==> config.mk <==
export PLATFORM = sky130hd
export DESIGN_NAME = fwd_hazard_unit
export DESIGN_NICKNAME = d
export VERILOG_FILES = /design/src/rtl/fwd_pkg.sv /design/src/rtl/fwd_src_match.sv /design/src/rtl/fwd_hazard_unit.sv
export SDC_FILE = /design/constraint.sdc
export NUM_CORES = 1
export LEC_CHECK = 0
export BUFFER_PORTS_ARGS = -buffer_cell sky130_fd_sc_hd__buf_2
export CORE_ASPECT_RATIO = 0.75
export CORE_MARGIN = 2
export CORE_UTILIZATION = 40
export CTS_BUF_LIST = sky130_fd_sc_hd__clkbuf_4 sky130_fd_sc_hd__clkbuf_8
export DETAILED_ROUTE_END_ITERATION = 10
export GPL_TIMING_DRIVEN = 0
export HOLD_SLACK_MARGIN = 0.05
export PLACE_DENSITY = 0.93
export SYNTH_ARGS = -nofsm -noshare
export SYNTH_HDL_FRONTEND = slang
export SYNTH_HIERARCHICAL = 1
export SYNTH_SLANG_ARGS = --single-unit
==> constraint.sdc <==
create_clock -name clock -period 3.05 [get_ports clock]
set_input_delay 0.305 -clock clock [delete_from_list [all_inputs] [get_ports clock]]
set_output_delay 0.305 -clock clock [all_outputs]
set_load 0.005 [all_outputs]
==> src/rtl/fwd_pkg.sv <==
// Shared types and helpers for the execute-stage forwarding / load-use hazard unit.
package fwd_pkg;

  localparam int MAX_REG_AW = 8;
  localparam logic [MAX_REG_AW-1:0] ZERO_REG = 8'd0;

  typedef struct packed {
    logic                  valid;
    logic                  wen;
    logic                  is_load;
    logic [MAX_REG_AW-1:0] rd;
  } fwd_entry_t;

  typedef enum logic {
    ST_RUN   = 1'b0,
    ST_STALL = 1'b1
  } stall_state_e;

  // A load result only exists on the stage buses from index load_lat onward.
  function automatic logic stage_ready(input logic is_load, input int k, input int load_lat);
    stage_ready = ~is_load | (k >= load_lat);
  endfunction

endpackage

==> src/rtl/fwd_src_match.sv <==
// Youngest-first producer search for one execute source operand.
module fwd_src_match
  import fwd_pkg::*;
#(
  parameter int FWD_DEPTH = 2,
  parameter int LOAD_LAT  = 1,
  parameter int REG_AW    = 5,
  parameter int SW        = 1
) (
  input  fwd_entry_t [FWD_DEPTH-1:0] entries,
  input  logic [REG_AW-1:0]          src,
  input  logic                       used,
  output logic                       hit,
  output logic                       ready,
  output logic [SW-1:0]              stage
);

  logic [MAX_REG_AW-1:0] src_ext_s;
  logic [FWD_DEPTH-1:0]  match_s;
  logic                  found_s;
  logic                  sel_ready_s;

  assign src_ext_s = MAX_REG_AW'(src);

  // Per-stage match vector; register 0 is never a producer.
  always_comb begin
    match_s = '0;
    for (int k = 0; k < FWD_DEPTH; k++) begin
      match_s[k] = used & entries[k].valid & entries[k].wen &
                   (entries[k].rd == src_ext_s) & (src_ext_s != ZERO_REG);
    end
  end

  // Scan oldest to youngest so the lowest matching index is the one left standing.
  always_comb begin
    found_s     = 1'b0;
    sel_ready_s = 1'b0;
    stage       = '0;
    for (int k = FWD_DEPTH - 1; k >= 0; k--) begin
      found_s     = found_s | match_s[k];
      stage       = match_s[k] ? SW'(k) : stage;
      sel_ready_s = match_s[k] ? stage_ready(entries[k].is_load, k, LOAD_LAT) : sel_ready_s;
    end
    hit   = found_s;
    ready = found_s & sel_ready_s;
  end

endmodule

==> src/rtl/fwd_hazard_unit.sv <==
// Execute-stage operand forwarding and load-use stall unit with a shadow tag pipeline.
// Optional stall statistics counters are enabled by defining FWD_STALL_STATS_EN.
module fwd_hazard_unit
  import fwd_pkg::*;
#(
  parameter int DATA_W    = 32,
  parameter int REG_AW    = 5,
  parameter int NUM_SRC   = 2,
  parameter int FWD_DEPTH = 2,
  parameter int LOAD_LAT  = 1,
  localparam int SW       = (FWD_DEPTH > 1) ? $clog2(FWD_DEPTH) : 1
) (
  input  logic                        clock,
  input  logic                        reset_n,
  input  logic                        flush,
  input  logic                        ex_valid,
  input  logic                        ex_wen,
  input  logic                        ex_is_load,
  input  logic [REG_AW-1:0]           ex_rd,
  input  logic [NUM_SRC*REG_AW-1:0]   ex_src,
  input  logic [NUM_SRC-1:0]          ex_src_used,
  input  logic [NUM_SRC*DATA_W-1:0]   rf_data,
  input  logic [FWD_DEPTH*DATA_W-1:0] stage_data,
  output logic [NUM_SRC*DATA_W-1:0]   ex_operand,
  output logic [NUM_SRC-1:0]          fwd_hit,
  output logic [NUM_SRC*SW-1:0]       fwd_stage,
`ifdef FWD_STALL_STATS_EN
  output logic [31:0]                 stall_cycles,
  output logic [31:0]                 stall_events,
`endif
  output logic                        stall
);

  fwd_entry_t [FWD_DEPTH-1:0] shadow_r;
  fwd_entry_t [FWD_DEPTH-1:0] shadow_nxt_s;
  logic [NUM_SRC-1:0]         hit_s;
  logic [NUM_SRC-1:0]         ready_s;
  logic [NUM_SRC*SW-1:0]      stage_s;

  // Next shadow contents: a stalled instruction enters as a bubble, flush clears everything.
  always_comb begin
    shadow_nxt_s[0].valid   = ex_valid & ~stall & ~flush;
    shadow_nxt_s[0].wen     = ex_wen;
    shadow_nxt_s[0].is_load = ex_is_load;
    shadow_nxt_s[0].rd      = MAX_REG_AW'(ex_rd);
    for (int k = 1; k < FWD_DEPTH; k++) begin
      shadow_nxt_s[k]       = shadow_r[k-1];
      shadow_nxt_s[k].valid = shadow_r[k-1].valid & ~flush;
    end
  end

  // Shadow tag pipeline register.
  always_ff @(posedge clock or negedge reset_n) begin
    if (!reset_n) begin
      shadow_r <= '0;
    end else begin
      shadow_r <= shadow_nxt_s;
    end
  end

  for (genvar s = 0; s < NUM_SRC; s++) begin : g_src
    fwd_src_match #(
      .FWD_DEPTH (FWD_DEPTH),
      .LOAD_LAT  (LOAD_LAT),
      .REG_AW    (REG_AW),
      .SW        (SW)
    ) u_match (
      .entries (shadow_r),
      .src     (ex_src[s*REG_AW +: REG_AW]),
      .used    (ex_src_used[s]),
      .hit     (hit_s[s]),
      .ready   (ready_s[s]),
      .stage   (stage_s[s*SW +: SW])
    );
  end

  assign fwd_hit = hit_s & ready_s;
  assign stall   = ex_valid & (|(hit_s & ~ready_s));

  // Operand muxes; a blocked source still presents register-file data.
  always_comb begin
    ex_operand = rf_data;
    fwd_stage  = '0;
    for (int s = 0; s < NUM_SRC; s++) begin
      fwd_stage[s*SW +: SW] = fwd_hit[s] ? stage_s[s*SW +: SW] : '0;
      for (int k = 0; k < FWD_DEPTH; k++) begin
        ex_operand[s*DATA_W +: DATA_W] = (fwd_hit[s] && (stage_s[s*SW +: SW] == SW'(k)))
                                         ? stage_data[k*DATA_W +: DATA_W]
                                         : ex_operand[s*DATA_W +: DATA_W];
      end
    end
  end

`ifdef FWD_STALL_STATS_EN
  stall_state_e state_r;
  stall_state_e state_nxt_s;

  // RUN/STALL state register used to spot stall rising edges.
  always_ff @(posedge clock or negedge reset_n) begin
    if (!reset_n) begin
      state_r <= ST_RUN;
    end else begin
      state_r <= state_nxt_s;
    end
  end

  // Next state simply tracks the current stall level.
  always_comb begin
    state_nxt_s = ST_RUN;
    case (state_r)
      ST_RUN:   state_nxt_s = stall ? ST_STALL : ST_RUN;
      ST_STALL: state_nxt_s = stall ? ST_STALL : ST_RUN;
      default:  state_nxt_s = ST_RUN;
    endcase
  end

  // Saturating statistics; only reset_n clears them.
  always_ff @(posedge clock or negedge reset_n) begin
    if (!reset_n) begin
      stall_cycles <= 32'd0;
      stall_events <= 32'd0;
    end else begin
      if (stall && (stall_cycles != 32'hFFFF_FFFF)) begin
        stall_cycles <= stall_cycles + 32'd1;
      end else begin
        stall_cycles <= stall_cycles;
      end
      if (stall && (state_r == ST_RUN) && (stall_events != 32'hFFFF_FFFF)) begin
        stall_events <= stall_events + 32'd1;
      end else begin
        stall_events <= stall_events;
      end
    end
  end
`endif

endmodule

==> results of run 1 <==
[state kept, by name, indices dropped and copies added (netlist names)]
signal	cells
shadow_nxt_s	7
shadow_r	8
[path summary, 6_finish.rpt]
kind / from / end / slack [ns] / cells after the start
setup reg to reg: shadow_nxt_s[20] / shadow_r[10] / 0.91 / 7
min in group asynchronous: reset_n / shadow_r[12] / 0.48 / 2
max in group asynchronous: reset_n / shadow_r[10] / 2.32 / 2
hold reg to reg: shadow_nxt_s[20] / shadow_r[20] / 0.40 / 0
setup / recovery: shadow_nxt_s[20] / ex_operand[51] / 0.11 / 10
hold / removal: ex_rd[3] / shadow_nxt_s[14] / 0.16 / 1
[stage by stage]
stage / hold slack, ns / instance area (um2)
final: 0.162 / 3830
after global routing: 0.155 / 3830
after CTS: 0.155 / 3830
after detailed placement: 0.210 / 3770
after global placement: 0.206 / 3770
after floorplan: 0.00941 / 2570
[repair_timing]
item / in CTS / in global routing
hold buffers: 1 / 0
endpoints found under the setup margin: 0 / 3
endpoints found under the hold margin: 15 / 0
gates resized for setup: 0 / 5
[critical path, cell delays in order (launching register included)]
cell	delay, ns
sky130_fd_sc_hd__dfrtp_1	0.36
sky130_fd_sc_hd__nand2_1	0.07
sky130_fd_sc_hd__or4_1	0.40
sky130_fd_sc_hd__or4_4	0.50
sky130_fd_sc_hd__mux2i_1	0.16
sky130_fd_sc_hd__clkbuf_4	0.22
sky130_fd_sc_hd__and2_4	0.15
sky130_fd_sc_hd__buf_6	0.13
sky130_fd_sc_hd__buf_6	0.17
sky130_fd_sc_hd__a21oi_2	0.08
sky130_fd_sc_hd__buf_2	0.13
[final cells by class]
| type | count | area, um2 |
|---|---|---|
| Clock buffer | 4 | 48.8 |
| Timing Repair Buffer | 220 | 1110 |
| Tap cell | 81 | 101 |
| Fill cell | 549 | 2390 |
| Buffer | 32 | 241 |
| Multi-Input combinational cell | 261 | 1960 |
| Sequential cell | 15 | 375 |
[layer usage]
layer	up-vias	global-route usage	routed length [um]
li1	1556	-	-
met1	1475	0.309	3950
met2	155	0.459	4810
met3	12	0.0258	647
met4	0	0.0524	113
met5	-	0	0
[report_power, final]
group / internal, mW / total (mW) / switching (mW)
logic: 0.160 / 0.300 / 0.140
clock network: 0.101 / 0.166 / 0.0648
registers: 0.209 / 0.219 / 0.0102
==> results.md, run 1 <==
Run status:
- The run finished with clean final reports.

STA:
- Setup violations remaining at the end of the flow were counted as 0.
- The setup skew after layout is approximately 0.0046 ns.
- After routing, the total negative slack on setup checks comes to 0 ns.
- The maximum clock frequency is 341 MHz.
- Once routing completed, OpenROAD measured the worst setup slack at ~0.11 ns.
- The final worst-path cycle share is 0.962.
- The max-slew violation count is 0.
- Setup repair after global routing left no endpoint under its margin.
- The number of endpoints with negative hold slack in the final report is 0.
- The clock period minus final worst setup slack is between 2 and 3 ns.

Placed design:
- The placed instance count is between 600 and 700.
- Buffers placed on the I/O ports in this run total between 200 and 250.
- Routability-driven placement finished with a final weighted congestion of approximately 0.90.
- Prior to clock tree synthesis, the placed netlist has a worst setup slack of between 0.2 and 0.3 ns.
- The final HPWL from detailed placement is between 7 and 8 mm.

Floorplan:
- The die boundary width is roughly 96 um.
- The floorplan core area is between 0.006 and 0.007 mm2.
- The height of the chip is between 70 and 80 um.
- The initial utilization of the core area, before any placement, comes to 0.407.
- The area of the die is ~0.0070 mm2.
- After floorplanning, the core was divided into 25 placement rows.
- In this run the count of I/O pins placed on the die edge is 220.

Critical path:
- The worst setup path is captured at an output pin.
- The type of the worst setup path is register to output pin.
- The required time reported for the critical path endpoint is between 2 and 3 ns.
- The biggest fanout along the worst timing path is 10.
- At the worst endpoint, the arrival time is 2.63 ns.
- The worst setup path is launched from a register.

Global route:
- The pin count of the biggest net entering global routing is 16.
- The initial antenna violation count is 0.
- The total routing resource utilization after global routing is 0.247.
- The final global-route overflow total is 0.
- The first-pass GRT wire length is about 14 mm.
- The via count of the first global-routing pass is ~2900.

Clock network:
- The clock net in this run drives a total of 15 sinks.
- The clock passes through at most 2 buffers.
- After clock tree synthesis, the clock-pin slew on the worst setup and hold paths is approximately 0.060 ns.
- The tree is rooted in a sky130_fd_sc_hd__clkbuf_8.
- The maximum level of the CTS H-tree is 1.
- The number of CTS-inserted buffers is 3.
- Post-CTS timing repair inserted 0 buffers for setup.
- TritonCTS built the clock tree.
- Clock latency on the worst-skew pair, taken at its later pin, is approximately 0.25 ns.

Power and ir drop:
- In this run the power density over the cells is 179 mW/mm2.
- The power consumption is between 0.6 and 0.7 mW.
- IR analysis of the VDD net gives a maximum drop of between 300 and 400 uV.
- The static leakage power is roughly 1.7 nW.

Cells and area:
- The net count of the finished layout is 684.
- The relative area change from synthesis to final layout is 51.4%.
- The library cell used most frequently in the layout, excluding fill and tap cells, is sky130_fd_sc_hd__buf_2.
- Once layout is complete, the utilization of the core stands at 0.616.
- The repair_antennas step left the layout with diodes totalling 0.
- In the layout the commonest cells are sky130_fd_sc_hd__buf_2, sky130_fd_sc_hd__a21oi_1, sky130_fd_sc_hd__mux2i_1, sky130_fd_sc_hd__a21oi_2, sky130_fd_sc_hd__xnor2_1.
- The fraction of final layout cells sized beyond drive strength 1 is 0.590.
- The number of standard cells in the final layout excluding fillers is just over 600.

Route:
- In the routed design, unresolved DRC markers number 0.
- The average vias per placed instance is about 5.2.
- The overall routed net length is between 9 and 10 mm.
- In this run the remaining antenna-violating nets after routing total 0.
- The number of vias after detailed routing is between 3000 and 4000.
- The detailed router finished its first iteration with 88 violations.
- The detailed-routing iteration count for the pre-antenna-repair pass is 4.
- After detailed routing, the average wire length per cell comes to between 15 and 20 um.

Min path:
- The type of the worst min-delay path is primary input to register.

Logic synthesis:
- The netlist area before placement is about 0.0025 mm2.
- Synthesis produced a netlist whose cell count is 297.
- Averaged over all synthesized cells, the footprint is 8.53 um2.
- During synthesis, Yosys emitted a total of 6 warnings.

Flow run:
- The max-capacitance violation count is 0.
(Power assumes the default switching activity.)
==> run 2: changes to the inputs <==
==> constraint.sdc (replaced) <==
create_clock -name clock -period 2.8 [get_ports clock]
set_input_delay 0.28 -clock clock [delete_from_list [all_inputs] [get_ports clock]]
set_output_delay 0.28 -clock clock [all_outputs]
set_load 0.005 [all_outputs]
==> results.md, run 2 (synthesis results as in run 1) <==
STA:
- The clock arrives with between 0.005 and 0.006 ns of skew.
- The number of endpoints with negative hold slack in the final report is 0.
- The max-slew violation count came to 0.
- The total negative setup slack is 0 ns.
- The final worst-path cycle share is 0.991.
- Setup violations remaining at the end of the flow were counted as 0.
- The smallest clock period supported by the final layout is computed as around 2.8 ns.
- The maximum clock frequency is 360 MHz.
- Setup repair after global routing could not meet its margin everywhere.

Global route:
- met2 is the most crowded layer.
- The initial antenna violation count is 0.
- The pin count of the biggest net entering global routing is 16.
- The via count of the first global-routing pass came to just under 3000.
- For this run, the total global-route usage over all layers was measured as 0.254.
- The first global-routing pass estimated approximately 14 mm of wire.
- Global routing finished with a remaining overflow of 0.
- The met2 usage is 0.473.
- For this run, global-route usage on met3 was measured as 0.0310.
- For this run, global-route usage on met1 was measured as 0.309.

Placed design:
- The placed instance count is around 600.
- The final HPWL from detailed placement is approximately 8 mm.
- The routability-driven placement congestion ratio is 0.903.
- Buffers placed on the I/O ports in this run total roughly 220.
- The cell area after placement is ~0.0038 mm2.

Cells and area:
- The register name with the most flops is shadow_r.
- At the end of the flow, the number of nets in the layout was a little under 700.
- The number of standard cells in the final layout excluding fillers is 618.
- The relative area change from synthesis to final layout is 63.0%.
- The register with the most flip-flops in the layout has 8 of them.
- The layout has around 530 filler cells.
- The most common library cell in the layout ignoring fill and taps is sky130_fd_sc_hd__buf_2.
- The final standard cell area without fillers is a little over 0.004 mm2.
- The antenna diode count is 0.
- The library cells used most frequently in the layout, excluding fill and tap cells, are sky130_fd_sc_hd__buf_2, sky130_fd_sc_hd__a21oi_1, sky130_fd_sc_hd__a21oi_2, sky130_fd_sc_hd__mux2i_1, sky130_fd_sc_hd__xnor2_1.
- The fraction of final layout cells sized beyond drive strength 1 is 0.629.

Power and ir drop:
- The power density over the cells is around 190 mW/mm2.
- The worst vdd rail ir drop is roughly 390 uV.
- The static leakage power is 1.86 nW.
- The design draws 0.768 mW.

Route:
- In the final routed layout, each cell accounts on average for between 15 and 20 um.
- The average vias per placed instance is approximately 5.3.
- The overall routed net length is approximately 10 mm.
- The number of vias after detailed routing is roughly 3300.
- The number of antenna-violating nets in the routed design is 0.
- The detailed-routing iteration count for the pre-antenna-repair pass is 4.
- The total DRC errors in the routed layout is 0.
- After the first detailed-routing iteration, the DRC count stood at 76.

Clock network:
- The maximum level of the CTS H-tree is 1.
- The TritonCTS sink count is 15.
- The master cell of the clock root buffer is sky130_fd_sc_hd__clkbuf_8.
- Clock-pin slew was measured on the worst setup and hold paths at ~0.060 ns.
- The clock reaches the later pin of the worst-skew pair after roughly 0.25 ns.
- TritonCTS built the clock tree.
- Clock tree synthesis inserted a total of 3 buffers.
- The clock passes through at most 2 buffers.

Critical path:
- Of all nets on the critical path, the largest fanout is 8.
- The endpoint arrival time on the critical path is between 2 and 2.5 ns.
- The kind of launch point of the worst setup path is a register.
- The required time reported for the critical path endpoint is about 2.5 ns.
- The type of the worst setup path is register to output pin.
- The endpoint type of the worst setup path is an output pin.

Flow run:
- The max-capacitance violation count is 0.

Floorplan:
- In this run the count of I/O pins placed on the die edge is 220.
- Measured along the y axis, the die boundary spans roughly 73 um.
- The die covers 0.00699 mm2.
- The die boundary width is 95.9 um.
- The core region is around 0.0062 mm2.
- The number of placement rows is 25.
- The effective utilization at floorplan is 0.407.

Run status:
- The flow ran to the end, and the final reports show no timing, DRC or antenna violations.

Min path:
- The type of the worst min-delay path is primary input to register.
[run 2: cell count changes in the layout (fill, tap and decap cells not counted), moves of 4 or more]
cell and delta:
sky130_fd_sc_hd__a21oi_2 -5, sky130_fd_sc_hd__a21oi_4 +6, sky130_fd_sc_hd__buf_12 +8, sky130_fd_sc_hd__buf_6 -4
sky130_fd_sc_hd__mux2i_1 -14, sky130_fd_sc_hd__mux2i_2 +12
[run 2: final timing paths]
path                                  start                to  slack [ns]  depth (start not counted)
min                                ex_rd[3]  shadow_nxt_s[14]        0.13                          1
max reg2reg                shadow_nxt_s[20]      shadow_r[10]        0.76                          7
min in group asynchronous           reset_n      shadow_r[12]        0.45                          2
max                        shadow_nxt_s[20]    ex_operand[15]        0.03                         10
max in group asynchronous           reset_n      shadow_r[10]        2.10                          2
min reg2reg                shadow_nxt_s[20]      shadow_r[20]        0.41                          0
[run 2: through the flow]
step / util / hold WS [ns] / worst slack (ns)
after floorplan: - / -0.0156 / 0.477
after global placement: 0.606 / 0.181 / 0.117
after detailed placement: 0.606 / 0.185 / 0.0820
after CTS: 0.631 / 0.130 / 0.0181
after global routing: 0.663 / 0.130 / -0.0605
final: 0.663 / 0.135 / 0.0257
[run 2: area by class of cell]
| type | count | area, um2 | area share |
|---|---|---|---|
| buffer | 31 | 330 | 0.0800 |
| clock buffer | 4 | 48.8 | 0.0118 |
| multi-input combinational | 261 | 2090 | 0.505 |
| sequential | 15 | 375 | 0.0909 |
| tap | 81 | 101 | 0.0245 |
| timing repair buffer | 226 | 1190 | 0.287 |
[run 2: power by group]
group	total [mW]	switching, mW	leakage [nW]	internal (mW)
sequential	0.239	0.0114	0.178	0.228
combinational	0.346	0.162	1.66	0.183
clock	0.183	0.0726	0.0262	0.110
total	0.768	0.246	1.86	0.522
[run 2: metal layers]
metal | vias to the layer above | wire, um
met1 | 1524 | 4070
met5 | - | 0
met2 | 169 | 5090
met4 | 0 | 159
li1 | 1563 | -
met3 | 18 | 647
[run 2: critical path: stages (launching register included)]
cell and delay, ns:
sky130_fd_sc_hd__dfrtp_1 0.36, sky130_fd_sc_hd__nand2_1 0.05, sky130_fd_sc_hd__or4_1 0.38, sky130_fd_sc_hd__or4_4 0.44
sky130_fd_sc_hd__mux2i_1 0.13, sky130_fd_sc_hd__buf_4 0.17, sky130_fd_sc_hd__and2_4 0.15, sky130_fd_sc_hd__buf_12 0.14
sky130_fd_sc_hd__buf_12 0.14, sky130_fd_sc_hd__a21oi_4 0.14, sky130_fd_sc_hd__buf_2 0.14
[run 2: what timing repair did]
action / in CTS / in global routing
hold endpoints to repair: 15 / 0
buffers inserted: 1 / 3
resized for setup: 20 / 36
hold buffers: 1 / 0
pin swaps: 2 / 2
endpoints found under the setup margin: 61 / 59
cloned: 0 / 2
